==> config.mk <==
export PLATFORM = sky130hd
export DESIGN_NAME = uart_rx_sampler
export DESIGN_NICKNAME = d
export VERILOG_FILES = /design/src/rtl/uart_rx_sampler_pkg.sv /design/src/rtl/uart_rx_sampler_sync_ff.sv /design/src/rtl/uart_rx_sampler.sv
export SDC_FILE = /design/constraint.sdc
export NUM_CORES = 1
export LEC_CHECK = 0
export ABC_AREA = 1
export CAP_MARGIN = 5
export CORE_AREA = 2 2 175 91
export CTS_CLUSTER_DIAMETER = 40
export CTS_CLUSTER_SIZE = 14
export DETAILED_ROUTE_END_ITERATION = 12
export DIE_AREA = 0 0 177 93
export SETUP_SLACK_MARGIN = 0.5
export SLEW_MARGIN = 15
export SYNTH_ARGS = -nofsm -noshare
export SYNTH_HDL_FRONTEND = slang
export SYNTH_SLANG_ARGS = --single-unit
==> constraint.sdc <==
create_clock -name clk -period 3.3 [get_ports clk]
set_input_delay 0.495 -clock clk [delete_from_list [all_inputs] [get_ports clk]]
set_output_delay 0.495 -clock clk [all_outputs]
set_load 0.01 [all_outputs]
==> src/rtl/uart_rx_sampler_pkg.sv <==
// Shared UART receive definitions: frame width, board clocking defaults,
// receiver state encoding and the divide floor helper.
package uart_rx_sampler_pkg;

    localparam int UART_DATA_WIDTH       = 8;
    localparam int UART_CLK_FREQ         = 50_000_000;
    localparam int UART_DEFAULT_BAUDRATE = 3_125_000;

    typedef enum logic [2:0] {
        IDLE,
        START,
        DATA,
        STOP,
        WAIT_IDLE
    } rx_state_e;

    function automatic logic [31:0] div_floor(input logic [31:0] div, input logic [31:0] min_div);
        return (div < min_div) ? min_div : div;
    endfunction

endpackage

==> src/rtl/uart_rx_sampler_sync_ff.sv <==
// Multi-flop synchroniser for asynchronous single-bit pins; resets to 1 so an
// idle-high line never shows a false edge coming out of reset.
module sync_ff #(
    parameter int STAGES = 2
) (
    input  logic clk,
    input  logic rst,
    input  logic d,
    output logic q
);

    logic [STAGES-1:0] sync_q;
    logic [STAGES-1:0] sync_d;

    always_comb begin
        sync_d = {sync_q[STAGES-2:0], d};
    end

    always_ff @(posedge clk) begin
        if (rst) sync_q <= '1;
        else     sync_q <= sync_d;
    end

    assign q = sync_q[STAGES-1];

endmodule

==> src/rtl/uart_rx_sampler.sv <==
// 8N1 receiver front end: synchronises rxd, finds start bits and samples each
// bit at its midpoint using a divide latched per frame; strobes into the rx FIFO.
module uart_rx_sampler
    import uart_rx_sampler_pkg::*;
#(
    parameter int DATA_WIDTH  = UART_DATA_WIDTH,
    parameter int SYNC_STAGES = 2,
    parameter int MIN_DIVIDE  = 4
) (
    input  logic                  clk,
    input  logic                  rst,
    input  logic                  rxd,
    input  logic [31:0]           uart_divide,
    output logic [DATA_WIDTH-1:0] uart_rx_data,
    output logic                  uart_rx_valid,
    output logic                  uart_rx_err,
    output logic                  active
);

    localparam int IDX_W = $clog2(DATA_WIDTH);

    logic rxs;

    sync_ff #(.STAGES(SYNC_STAGES)) u_sync (
        .clk (clk),
        .rst (rst),
        .d   (rxd),
        .q   (rxs)
    );

    rx_state_e             state_q, state_d;
    logic [31:0]           cnt_q, cnt_d;
    logic [31:0]           div_q, div_d;
    logic [IDX_W-1:0]      idx_q, idx_d;
    logic [DATA_WIDTH-1:0] shift_q, shift_d;
    logic [DATA_WIDTH-1:0] data_q, data_d;
    logic                  valid_q, valid_d;
    logic                  err_q, err_d;
    logic [31:0]           div_eff;
    logic                  cnt_done;

    assign div_eff  = div_floor(uart_divide, 32'(MIN_DIVIDE));
    assign cnt_done = (cnt_q == 32'd0);

    always_comb begin
        state_d = state_q;
        cnt_d   = cnt_q;
        div_d   = div_q;
        idx_d   = idx_q;
        shift_d = shift_q;
        data_d  = data_q;
        valid_d = 1'b0;
        err_d   = 1'b0;
        case (state_q)
            IDLE: begin
                // Divide is captured here so register writes mid-frame only affect the next frame.
                if (!rxs) begin
                    state_d = START;
                    div_d   = div_eff;
                    cnt_d   = (div_eff >> 1) - 32'd1;
                end
            end
            START: begin
                if (!cnt_done) begin
                    cnt_d = cnt_q - 32'd1;
                end else if (rxs) begin
                    state_d = IDLE;
                end else begin
                    state_d = DATA;
                    cnt_d   = div_q - 32'd1;
                    idx_d   = '0;
                end
            end
            DATA: begin
                if (!cnt_done) begin
                    cnt_d = cnt_q - 32'd1;
                end else begin
                    shift_d[idx_q] = rxs;
                    cnt_d          = div_q - 32'd1;
                    idx_d          = idx_q + 1'b1;
                    if (idx_q == IDX_W'(DATA_WIDTH-1)) state_d = STOP;
                end
            end
            STOP: begin
                if (!cnt_done) begin
                    cnt_d = cnt_q - 32'd1;
                end else begin
                    // Leaving at the stop midpoint leaves half a bit to catch a back-to-back start.
                    data_d = shift_q;
                    if (rxs) begin
                        valid_d = 1'b1;
                        state_d = IDLE;
                    end else begin
                        err_d   = 1'b1;
                        state_d = WAIT_IDLE;
                    end
                end
            end
            WAIT_IDLE: begin
                if (rxs) state_d = IDLE;
            end
            default: state_d = IDLE;
        endcase
    end

    always_ff @(posedge clk) begin
        if (rst) begin
            state_q <= IDLE;
            cnt_q   <= '0;
            div_q   <= '0;
            idx_q   <= '0;
            shift_q <= '0;
            data_q  <= '0;
            valid_q <= 1'b0;
            err_q   <= 1'b0;
        end else begin
            state_q <= state_d;
            cnt_q   <= cnt_d;
            div_q   <= div_d;
            idx_q   <= idx_d;
            shift_q <= shift_d;
            data_q  <= data_d;
            valid_q <= valid_d;
            err_q   <= err_d;
        end
    end

    assign uart_rx_data  = data_q;
    assign uart_rx_valid = valid_q;
    assign uart_rx_err   = err_q;
    // Asserted from the first low rxs cycle so a start edge counts as receiving immediately.
    assign active        = (state_q != IDLE) || !rxs;

endmodule
* Word level (Yosys, flattened, before mapping)
Index checks and enable logic that the tools add are counted.
** Operators by class
- Add/subtract/negate cells :: 4
- Magnitude comparators :: 3
- Equal/unequal tests :: 14
- Multiplexer cells :: 25
- Bitwise operators :: 3
- Reductions and logical operators :: 15
** Operators with widths (count)
- 32-bit two-way mux :: 6
- 32-bit one-hot mux with 4 select lines :: 1
- 32-bit by 1-bit subtractor with 32-bit output, second input constant :: 2
- 32-bit logical NOT :: 1
- 32-bit by 3-bit less-than comparator with 1-bit output, second input constant :: 1
- 31-bit by 1-bit subtractor with 32-bit output, second input constant :: 1
- 3-bit two-way mux :: 10
- 3-bit one-hot mux with 5 select lines :: 1
- 2-bit inequality test, second input constant :: 7
- 8-bit bitwise mux :: 1
- 4-bit AND reduction :: 2
- 3-bit by 2-bit equality test with 1-bit output, second input constant :: 2
- 3-bit equality test, second input constant :: 2
- 3-bit one-hot mux with 2 select lines :: 1
- 2-bit AND reduction :: 3
- 6-bit AND reduction :: 1
- 3-bit by 4-bit less-than comparator with 1-bit output, second input constant :: 1
- 4-bit nonzero test :: 1
- 3-bit by 1-bit adder with 3-bit output, second input constant :: 1
- 1-bit demux with 3-bit select :: 1
- 3-bit by 1-bit equality test with 1-bit output, second input constant :: 1
- 3-bit by 1-bit >= comparator with 1-bit output, second input constant :: 1
- 3-bit logical NOT :: 1
- 1-bit two-way mux :: 3
- 10 further kinds :: 12
** Storage, ports and cells
- Register bits :: 90
- Input bits :: 35
- Output and inout port bits :: 11
- Word-level logic and storage cells :: 73

* Depth between registers and ports, before layout
Gate-level depths: netlist of the first run.
- Depth in word-level cells :: 5
- Depth in mapped cells :: 21
- Mapped depth without buffers :: 21

* Hierarchy
From an unflattened synthesis of the first run, not the netlist that was laid out.
** Unflattened totals
- Cell total of the unflattened synthesis :: 1147
- Area, all modules :: 6841.6 µm²
** By module, submodules not included
- uart_rx_sampler :: times used 1, cells each 1140, area an instance 6782.8 µm², sequential area each 1761.7 µm²
- sync_ff :: times used 1, cells each 7, area an instance 58.8 µm², sequential area each 40.0 µm²

* Least setup slack after synthesis of the first run
No wires, ideal clock.
- Path kind :: input to register
- From :: in uart_divide[4]
- To :: reg cnt_q[22]
- Data arrival time :: 2.468 ns
- Slack :: 0.723 ns
- Stages on the path :: 21
- Path buffers :: 0
- Path through :: inv_1 -> nand2_1 -> nor2_2 -> nand2_1 -> nor2_2 -> nand2_2 -> nand2_4 -> ha_1 -> nand3_1 -> nor2_1 -> nand2_1 -> inv_2 -> nand2_1 -> inv_1 -> nand4_1 -> nor2_1 -> nand2_1 -> nand3_1 -> nand3_1 -> nand2_1 -> inv_1
** Between the ends
- Longest elaborated chain between the ends :: 5
** RTL lines
- from (decl) :: RTL line uart_rx_sampler.sv:13 : input logic [31:0] uart_divide,
- 32-bit by 3-bit less-than comparator with 1-bit output :: RTL line uart_rx_sampler_pkg.sv:18 : return (div < min_div) ? min_div : div;
- 32-bit two-way mux (*) :: RTL line uart_rx_sampler_pkg.sv:18
- 31-bit by 1-bit subtractor with 32-bit output (*) :: RTL line uart_rx_sampler.sv:60 : cnt_d = (div_eff >> 1) - 32'd1;
- 32-bit two-way mux (*) :: RTL line uart_rx_sampler.sv:57 : if (!rxs) begin
- 32-bit one-hot mux with 4 select lines (*) :: RTL line uart_rx_sampler.sv:54 : case (state_q)
- to (signal assigned) :: RTL line uart_rx_sampler.sv:118 : cnt_q <= cnt_d;
- to (decl) :: RTL line uart_rx_sampler.sv:32 : logic [31:0] cnt_q, cnt_d;
Every way passes the cells marked *; elsewhere a longest branch is shown, timed or not. The select of a mux whose other input is x is not followed.
A chain may end at the register's enable or synchronous reset.

* Worst setup path in the final report of the first run
- From :: in uart_divide[3]
- To :: reg cnt_q[20]
Same word-level chain as after synthesis.

==> summary.txt, run 1 <==
Run
  • Max-Cap Viols: 0

Die
  • Die Wd: 177 um
  • Die area: 0.0165 mm2
  • # rows: 32
  • CORE AREA: 0.0150 mm2
  • Die H: 93 um
  • I/O pin count: 46
  • Starting Density: 44.0%

Timing
  • Clock Skews: 0.0146 ns
  • Period utilization: 79.7%
  • Final hold slack: 0.408 ns
  • Max-Slew Margin vs Limit: 60.4%
  • Slew Limit Fails: 0
  • Slew @ Worst Pin: 0.594 ns
  • Final setup vio count: 0
  • Minimum clock period: 2.63 ns
  • RSZ-0062 raised after global routing: false
  • Fmax: 0.380 GHz
  • Final hold viol count: 0

Critical path
  • Cell repeated most along the worst path: nand2_2
  • Setup CP Type: in2reg
  • Largest stage delay, worst path: 0.49 ns
  • Reg2reg start: cnt_q[0]
  • Critical Path AT: 2.94 ns
  • CP max stage cell: clkdlybuf4s50_1
  • CP endpoint kind: register
  • Delay-heaviest family, CP: simple AND/OR/NAND/NOR gates
  • Element type at the critical path start: input pin
  • Worst-path fanout max: 4
  • Cell Chain, Critical Path: clkdlybuf4s50_1 -> nor2_2 -> nand2_2 -> nor2_4 -> nand2_2 -> nand2_4 -> ha_4 -> nand3_2 -> nor2_2 -> nand2_1 -> inv_2 -> nand2_2 -> inv_2 -> nand2_2 -> a21oi_1 -> o21ai_0 -> buf_4 -> nand3_1 -> o211ai_1 -> inv_1
  • CP Launch Point: uart_divide[3]
  • Critical Path RT: 3.60 ns
  • Worst Path Buf+Inv: 5

Logic synthesis
  • Mapped Area: 0.00661 mm2
  • Gate Count Post-Synth: 1073
  • Synth cell types: 42
  • Cell taking the most area after synthesis: dfxtp_1
  • Top-area cell type share of the netlist area: 27.2%
  • Mean post-synth cell area: 6.16 um2
  • YS warnings: 0
  • Post-synth EDFFs: 0
  • Syn_nets: 1114
  • Ys async rst share: 0%
  • Seq cells post-synth: 90
  • Sequential share of the synthesized area: 27.2%
  • Top cells by area, synth: dfxtp_1, nand2_1, nor2_1
  • Ys flop type: dfxtp_1

Clock network
  • Max Root-Sink Buffers: 2
  • CTS clock-pin slew for the worst setup and hold paths: 0.07 ns
  • CTS Buf Count: 9
  • Clk sink count: 90
  • H-tree lvl count: 3
  • Root buffer cell: clkbuf_16
  • CTS tree: yes
  • Worst skew pair latency: 0.36 ns

Routing
  • DRC violations left: 0
  • Drt initial violations: 840
  • Post-DRT Antenna Nets: 0
  • DR pass1 iterations: 5
  • Drt total wl: 23.7 mm
  • Routed via count: 7385
  • Via/cell ratio: 5.36
  • Drt wl/cell: 17.2 um

Global routing
  • Pin count of the biggest net entering global routing: 65
  • Total GRT Usage: 29.3%
  • Vias in the first global route: 6541
  • First-pass GRT wire length: 36.7 mm
  • Antenna violations before repair: 0
  • GRT overflow: 0

Pwr
  • Switching share of power: 49.6%
  • NetSw: 2.80 mW
  • Logic pwr share: 54.8%
  • Lkg Pwr: 3.89 nW
  • Internal: 2.84 mW
  • Tot Pwr: 5.64 mW
  • Power per cell area: 688 mW/mm2
  • Flop pwr share: 27.3%
  • Clk pwr share: 17.9%
  • Peak VDD IR: 0.000357 V

Placement
  • GPL Wtd Cong: 1.00
  • Placed instance area: 0.00763 mm2
  • IO Port Bufs: 45
  • Post-DP HPWL: 18.2 mm

Finish
  • Commonest cells after routing, fill and taps aside: nand2_1, nor2_1, dfxtp_1
  • Most common cell after layout, fill and taps aside: nand2_1
  • Ant. Diodes: 0
  • Nets: 1209
  • Post-Layout Inst Area: 0.00820 mm2
  • Fillers: 1539
  • Layout area overhead: 24.0%
  • Ratio of cells with drive above 1 in the final layout: 16.2%

Run status
  • Status: finished, final reports clean

Min path
  • HP Start: u_sync.sync_q[0]
  • Worst min-delay path category: reg2reg
-- worst reg2reg max path, stage by stage, from the launching register on --
cell      delay (ns)
dfxtp_1         0.31
inv_1           0.14
ha_1            0.31
nand4_1         0.19
nor2_1          0.13
nand4_1         0.15
nor2_4          0.37
nand2_2         0.12
nand3_4         0.16
buf_4           0.30
nor2_1          0.07
nand3_1         0.08
o211ai_1        0.09
inv_1           0.07
-- cell usage after synthesis (all sizes together) (3+ instances only) --
| library cell | instances |
|---|---|
| nor2 | 219 |
| o211ai | 5 |
| inv | 111 |
| buf | 12 |
| a31oi | 8 |
| o21ai | 96 |
| or2 | 3 |
| nand3 | 69 |
| a21oi | 84 |
| o2111ai | 4 |
| o21a | 11 |
| nand4 | 14 |
| xnor2 | 12 |
| xor2 | 49 |
| clkbuf | 23 |
| nand2 | 221 |
| ha | 6 |
| nor3 | 20 |
| nand3b | 6 |
| dfxtp | 90 |
-- power by group through the flow --
stage	registers, mW	clock network (mW)	logic [mW]
2_1_floorplan	1.48	0	2.19
3_3_place_gp	1.55	0	2.96
3_5_place_dp	1.56	0	2.96
4_1_cts	1.53	1.02	2.98
5_1_grt	1.57	1.07	3.41
6_report	1.54	1.01	3.09
-- registers in the layout (all words and copies together) (netlist names) --
name / count
cnt_q: 32
idx_q: 3
state_q: 3
div_q: 32
uart_rx_valid: 1
uart_rx_err: 1
uart_rx_data: 8
shift_q: 8
u_sync.sync_q: 2
-- stage by stage --
stage,setup slack [ns],util (%),TNS (ns),cells
4_1_cts,0.514,52.9,0,1367
5_1_grt,0.484,54.6,0,1377
3_5_place_dp,-0.0434,50.8,-0.106,1349
3_3_place_gp,0.0384,50.8,0,1349
6_report,0.669,54.6,0,1377
2_1_floorplan,0.723,-,0,1073
-- layout make-up --
class                   instances  area (um2)  area share (%)
clock buffers                  10         239            2.91
clock inverters                 6        41.3           0.504
inverters                     111         419            5.11
multi-input cells             837        4370            53.3
flip-flops and latches         90        1800            22.0
well taps                     204         255            3.11
repair buffers                119        1070            13.1
-- timing repair --
action	CTS	global route
buffers inserted	2	10
pin swaps	3	24
resized for setup	9	78
hold buffers	0	0
endpoints found under the setup margin	9	19
-- worst paths after layout --
| check | depth (start not counted) | end | slack (ns) |
|---|---|---|---|
| max | 20 | cnt_q[20] | 0.67 |
| min | 1 | u_sync.sync_q[1] | 0.41 |
| min reg2reg | 1 | u_sync.sync_q[1] | 0.41 |
| max reg2reg | 13 | cnt_q[20] | 0.79 |
-- layer usage --
layer | track usage, % | share of wire [%] | vias up
met5 | 0 | 0 | -
met4 | 4.34 | 0.64 | 0
met2 | 37.4 | 36 | 283
met1 | 46.7 | 52 | 3400
met3 | 9.31 | 11 | 14
li1 | - | - | 3688
-- cells by family after synthesis --
kind of cell | after synthesis | share of synthesized area (%)
AO/OA/AOI/OAI | 213 | 17.3
adder cells (fa/ha/maj) | 6 | 1.14
AND/OR/NAND/NOR | 557 | 37.5
flip-flops | 90 | 27.2
buffers and inverters | 146 | 8.78
XOR/XNOR | 61 | 8.08
(Power assumes the default switching activity.)
==> run 2: changes to the inputs <==
==> constraint.sdc (replaced) <==
create_clock -name clk -period 2.6 [get_ports clk]
set_input_delay 0.39 -clock clk [delete_from_list [all_inputs] [get_ports clk]]
set_output_delay 0.39 -clock clk [all_outputs]
set_load 0.01 [all_outputs]
==> run 2 against run 1 <==
Critical path depth rose by 2. Largest cell class unchanged. Sequential power rose by 29%. Global-route usage rose by 3.4 points. Clock skew fell by 0.00085 ns. Total power rose by 43%. Critical path type unchanged. Critical endpoint is now cnt_q[22]. Clock-buffer cell count did not move.
==> summary.txt, run 2 (synthesis gave the netlist of run 1 again) <==
Pwr
  • Tot Pwr: 8.06 mW (+43%)
  • Internal: 4.08 mW (+43%)
  • Power per cell area: 849 mW/mm2 (+23%)
  • NetSw: 3.98 mW (+42%)
  • Lkg Pwr: 4.42 nW (+14%)
  • Flop pwr share: 24.7% (-2.6 points)
  • Switching share of power: 49.4% (-0.17 points)
  • Logic pwr share: 58.0% (+3.2 points)
  • Clk pwr share: 17.2% (-0.7 points)
  • Peak VDD IR: 0.000560 V (+57%)

Min path
  • Worst min-delay path category: in2reg

Clock network
  • CTS tree: yes
  • Worst skew pair latency: 0.37 ns (about the same)
  • CTS clock-pin slew for the worst setup and hold paths: 0.07 ns (about the same)
  • Clk sink count: 90 (unchanged)
  • Root buffer cell: clkbuf_16
  • CTS Buf Count: 9 (unchanged)
  • Max Root-Sink Buffers: 2 (unchanged)
  • H-tree lvl count: 3 (unchanged)
  • Hold Buf Count CTS: 0 (unchanged)

Routing
  • Via/cell ratio: 5.39 (+0.54%)
  • DRC violations left: 0 (unchanged)
  • Post-DRT Antenna Nets: 0 (unchanged)
  • Drt wl/cell: 18.1 um (+4.7%)
  • Drt initial violations: 996 (+19%)
  • Routed via count: 8142 (+10%)
  • DR pass1 iterations: 5 (unchanged)
  • Drt total wl: 27.3 mm (+15%)

Global routing
  • First-pass GRT wire length: 40.7 mm (+11%)
  • Antenna violations before repair: 0 (unchanged)
  • Vias in the first global route: 7281 (+11%)
  • GRT overflow: 0 (unchanged)
  • Total GRT Usage: 32.7% (+3.4 points)
  • Pin count of the biggest net entering global routing: 66 (+1.5%)

Critical path
  • Critical Path RT: 2.86 ns (-0.74 ns)
  • Element type at the critical path start: input pin
  • CP endpoint kind: register
  • Setup CP Type: in2reg
  • Critical Path AT: 2.57 ns (-0.37 ns)
  • Worst-path fanout max: 4 (unchanged)

Timing
  • Fmax: 0.432 GHz
  • Final hold slack: 0.374 ns (-0.0342 ns)
  • RSZ-0062 raised after global routing: true
  • Final hold viol count: 0 (unchanged)
  • Period utilization: 88.9%
  • Minimum clock period: 2.31 ns
  • Clock Skews: 0.0138 ns (-0.000853 ns)
  • Max-Slew Margin vs Limit: 61.5% (+1.1 points)
  • Slew Limit Fails: 0 (unchanged)
  • Slew @ Worst Pin: 0.578 ns (-0.0160 ns)
  • Final setup vio count: 0 (unchanged)

Finish
  • Most common cell after layout, fill and taps aside: buf_4
  • Ratio of cells with drive above 1 in the final layout: 32.3% (+16 points)
  • Ant. Diodes: 0 (unchanged)
  • Largest registers: cnt_q: 32 flops, div_q: 32 flops
  • Nets: 1342 (+11%)
  • Commonest cells after routing, fill and taps aside: buf_4, nand2_1, nor2_1
  • Util after Layout: 63.3% (+8.6 points)
  • Fillers: 1367 (-11%)
  • Layout area overhead: 43.6%
  • Fin cells: 1510 (+9.7%)

Placement
  • Placed insts: 1382 (+2.4%)
  • IO Port Bufs: 45 (unchanged)
  • GPL Wtd Cong: 0.996 (-0.37%)
  • Post-DP HPWL: 18.9 mm (+3.7%)

Die
  • # rows: 32 (unchanged)
  • CORE AREA: 0.0150 mm2 (unchanged)
  • Die H: 93 um (unchanged)
  • Starting Density: 44.0% (unchanged)
  • Die area: 0.0165 mm2 (unchanged)
  • I/O pin count: 46 (unchanged)
  • Die Wd: 177 um (unchanged)

Run
  • Max-Cap Viols: 0 (unchanged)

Run status
  • Status: finished, final reports clean
[run 2: metal layers]
layer  GRT usage [%]  vias up  part of all wire (%)
met1            51.1     3729                    48
met2            43.0      418                    38
met5               0        -                     0
li1                -     3941                     -
met3            9.07       54                    12
met4            7.58        0                   2.2
[run 2: stage by stage]
| step | instance area, um2 | TNS [ns] | worst slack, ns |
|---|---|---|---|
| 6_report | 9500 | 0 | 0.288 |
| 5_1_grt | 9500 | 0 | 0.187 |
| 4_1_cts | 8990 | 0 | 0.463 |
| 3_5_place_dp | 7940 | -4.52 | -0.483 |
| 3_3_place_gp | 7940 | -3.84 | -0.426 |
| 2_1_floorplan | 6660 | 0 | 0.327 |
[run 2: path summary, 6_finish.rpt]
path                            slack (ns)        startpoint  depth (start not counted)               end
worst max register to register        0.47          div_q[0]                         12         cnt_q[28]
worst max-delay path                  0.29   uart_divide[22]                         22         cnt_q[22]
worst min register to register        0.41  u_sync.sync_q[0]                          1  u_sync.sync_q[1]
worst min-delay path                  0.37    uart_divide[9]                          4          div_q[9]
[run 2: cell type report]
cell class              instances  area, um2  area share (%)
repair buffers                250       2000            21.0
repair inverters                2       20.0           0.211
clock inverters                 6       72.6           0.764
clock buffers                  10        229            2.41
inverters                     111        454            4.78
multi-input cells             837       4660            49.1
well taps                     204        255            2.69
flip-flops and latches         90       1810            19.0
[run 2: critical path, stage by stage]
cell and delay (ns):
buf_6 0.10, inv_2 0.06, nand2_2 0.08, nor2_4 0.13, nand2_2 0.10, nor2_4 0.20, nand2_2 0.12, nand2_4 0.08
ha_4 0.15, nand3_4 0.08, nor2_4 0.10, nand2_2 0.08, inv_4 0.09, nand2_4 0.08, inv_4 0.10, nand4_1 0.17
nor2_1 0.15, nand2_1 0.06, nand3_1 0.08, nand3_1 0.07, nand2_1 0.07, inv_1 0.03
[run 2: power groups by stage]
stage               sequential (mW)  clock (mW)  combinational, mW
finish                         1.99        1.39               4.68
detailed placement             1.97           0               3.91
global placement               1.97           0               3.90
floorplan                      1.88           0               2.78
global route                   2.03        1.45               5.08
CTS                            1.94        1.39               4.05
[run 2: timing repair]
item	in CTS	in global routing
setup endpoints to repair	31	50
pin swaps	39	29
resized for setup	183	101
gates cloned	0	2
buffers inserted	91	19
==> run 3: changes to the inputs <==
--- a/config.mk
+++ b/config.mk
@@ -13,7 +13,7 @@
 export DETAILED_ROUTE_END_ITERATION = 12
 export DIE_AREA = 0 0 177 93
 export SETUP_SLACK_MARGIN = 0.5
-export SLEW_MARGIN = 15
+export SKIP_CTS_REPAIR_TIMING = 1
 export SYNTH_ARGS = -nofsm -noshare
 export SYNTH_HDL_FRONTEND = slang
 export SYNTH_SLANG_ARGS = --single-unit
==> run 3 against run 2 <==
Hold slack improved by 0.0081 ns. First-iteration DRC count fell by 12%. Clock skew fell by 0.00064 ns. Total power rose by 3.0%. Sequential share of layout area rose by 1.1 points. Combinational power rose by 4.9%. Via count fell by 4.6%. Cell count fell by 5.0%. Register-to-register slack barely moved.
==> summary.txt, run 3 (synthesis gave the netlist of run 1 again) <==
Finish
  • Ratio of cells with drive above 1 in the final layout: 27.9% (-4.4 points)
  • Largest registers: cnt_q: 32 flops, div_q: 32 flops
  • Layout area overhead: 36.0%
  • Fin cells: 1435 (-5.0%)
  • Nets: 1267 (-5.6%)
  • Commonest cells after routing, fill and taps aside: nand2_1, nor2_1, buf_4
  • Most common cell after layout, fill and taps aside: nand2_1
  • Ant. Diodes: 0 (unchanged)

Routing
  • Drt initial violations: 874 (-12%)
  • Drt total wl: 25.5 mm (-6.4%)
  • DRC violations left: 0 (unchanged)
  • DR pass1 iterations: 5 (unchanged)
  • Post-DRT Antenna Nets: 0 (unchanged)
  • Routed via count: 7769 (-4.6%)
  • Drt wl/cell: 17.8 um (-1.5%)
  • Via/cell ratio: 5.41 (+0.41%)

Pwr
  • Peak VDD IR: 0.000600 V (+7.1%)
  • Flop pwr share: 24.2% (-0.5 points)
  • Logic pwr share: 59.2% (+1.2 points)
  • Internal: 4.24 mW (+4.0%)
  • Lkg Pwr: 4.09 nW (-7.4%)
  • Switching share of power: 48.9% (-0.51 points)
  • Power per cell area: 923 mW/mm2 (+8.8%)
  • Tot Pwr: 8.30 mW (+3.0%)
  • NetSw: 4.06 mW (+1.9%)
  • Clk pwr share: 16.6% (-0.6 points)

Placement
  • GPL Wtd Cong: 0.996 (unchanged)
  • Post-DP HPWL: 18.9 mm (unchanged)
  • IO Port Bufs: 45 (unchanged)
  • Placed insts: 1382 (unchanged)
  • DP Worst Slack: -0.483 ns (unchanged)

Clock network
  • Clk sink count: 90 (unchanged)
  • CTS Buf Count: 9 (unchanged)
  • H-tree lvl count: 3 (unchanged)
  • Max Root-Sink Buffers: 2 (unchanged)
  • Worst skew pair latency: 0.36 ns (about the same)
  • Root buffer cell: clkbuf_16
  • CTS clock-pin slew for the worst setup and hold paths: 0.08 ns (about the same)
  • CTS tree: yes

Die
  • Die H: 93 um (unchanged)
  • Die Wd: 177 um (unchanged)
  • # rows: 32 (unchanged)
  • Starting Density: 44.0% (unchanged)
  • CORE AREA: 0.0150 mm2 (unchanged)
  • I/O pin count: 46 (unchanged)
  • Die area: 0.0165 mm2 (unchanged)

Global routing
  • Pin count of the biggest net entering global routing: 66 (unchanged)
  • Total GRT Usage: 30.2% (-2.5 points)
  • GRT overflow: 0 (unchanged)
  • Vias in the first global route: 6566 (-9.8%)
  • Antenna violations before repair: 0 (unchanged)
  • First-pass GRT wire length: 37.5 mm (-7.9%)

Timing
  • Setup TNS: 0 ns (unchanged)
  • Max-Slew Margin vs Limit: 62.6% (+1.1 points)
  • Slew Limit Fails: 0 (unchanged)
  • Worst setup margin: 0.455 ns (+0.168 ns)
  • Final hold viol count: 0 (unchanged)
  • Slew @ Worst Pin: 0.562 ns (-0.0160 ns)
  • Minimum clock period: 2.14 ns (-0.168 ns)
  • Fmax: 0.466 GHz (+7.8%)
  • RSZ-0062 raised after global routing: true
  • Clock Skews: 0.0131 ns (-0.000642 ns)
  • Period utilization: 82.5% (-6.4 points)
  • Final hold slack: 0.382 ns (+0.00814 ns)
  • Final setup vio count: 0 (unchanged)

Critical path
  • Critical Path RT: 2.87 ns (about the same)
  • Element type at the critical path start: register
  • CP endpoint kind: register
  • Setup CP Type: reg2reg
  • Critical Path AT: 2.42 ns (-0.15 ns)
  • Worst-path fanout max: 5 (+1)

Min path
  • Worst min-delay path category: in2reg

Run status
  • Status: finished, final reports clean

Run
  • Max-Cap Viols: 0 (unchanged)
## run 3: changes by cell type in the layout (fill, tap and decap cells not counted), moves of 4 or more
cell / delta
dfxtp_2: +5
dfxtp_1: -5
nand2_1: +7
buf_6: -6
clkbuf_2: +21
nor2_2: -4
nand2_2: -12
buf_2: -15
nand2_4: +5
o21ai_2: +4
buf_4: -81
## run 3: final timing paths
path	start	end	slack, ns	depth (start not counted)
setup / recovery	cnt_q[0]	cnt_q[16]	0.46	14
hold / removal	uart_divide[12]	div_q[12]	0.38	4
setup reg to reg	cnt_q[0]	cnt_q[16]	0.46	14
hold reg to reg	u_sync.sync_q[0]	u_sync.sync_q[1]	0.41	1
## run 3: stage by stage
stage	util [%]	instance area (um2)
5_1_grt	59.9	8990
3_5_place_dp	52.8	7940
2_1_floorplan	-	6660
3_3_place_gp	52.8	7940
6_report	59.9	8990
4_1_cts	54.9	8240
## run 3: cell type report
class                           instances  area (um2)
Sequential cell                        90        1810
Timing Repair Buffer                  174        1460
Inverter                              111         447
Fill cell                            1457        6020
Tap cell                              204         255
Clock buffer                           10         229
Timing Repair inverter                  3        36.3
Clock inverter                          6        72.6
Multi-Input combinational cell        837        4680
## run 3: critical path, cell delays in order (launching register included)
cell and delay (ns):
dfxtp_2 0.34, inv_4 0.08, ha_4 0.16, nand4_1 0.16, nor2_2 0.15, nand4_1 0.22, nor2_4 0.20, nand2_2 0.08
nand3_4 0.12, buf_12 0.14, buf_12 0.10, inv_8 0.04, o21a_1 0.16, nand2_1 0.06, inv_1 0.03
## run 3: power groups by stage
stage                     logic [mW]  registers (mW)  clock network, mW
after global routing            5.31            2.04               1.45
after global placement          3.90            1.97                  0
final                           4.91            2.01               1.38
after detailed placement        3.91            1.97                  0
after CTS                       3.93            1.94               1.39
after floorplan                 2.78            1.88                  0
## run 3: per-layer routing
metal,share of wire (%),vias to the layer above,routed length [um],track usage [%]
li1,-,3792,-,-
met1,51,3586,12900,50.0
met2,36,362,9160,36.7
met3,12,29,3110,8.37
met4,1.2,0,306,5.51
met5,0,-,0,0
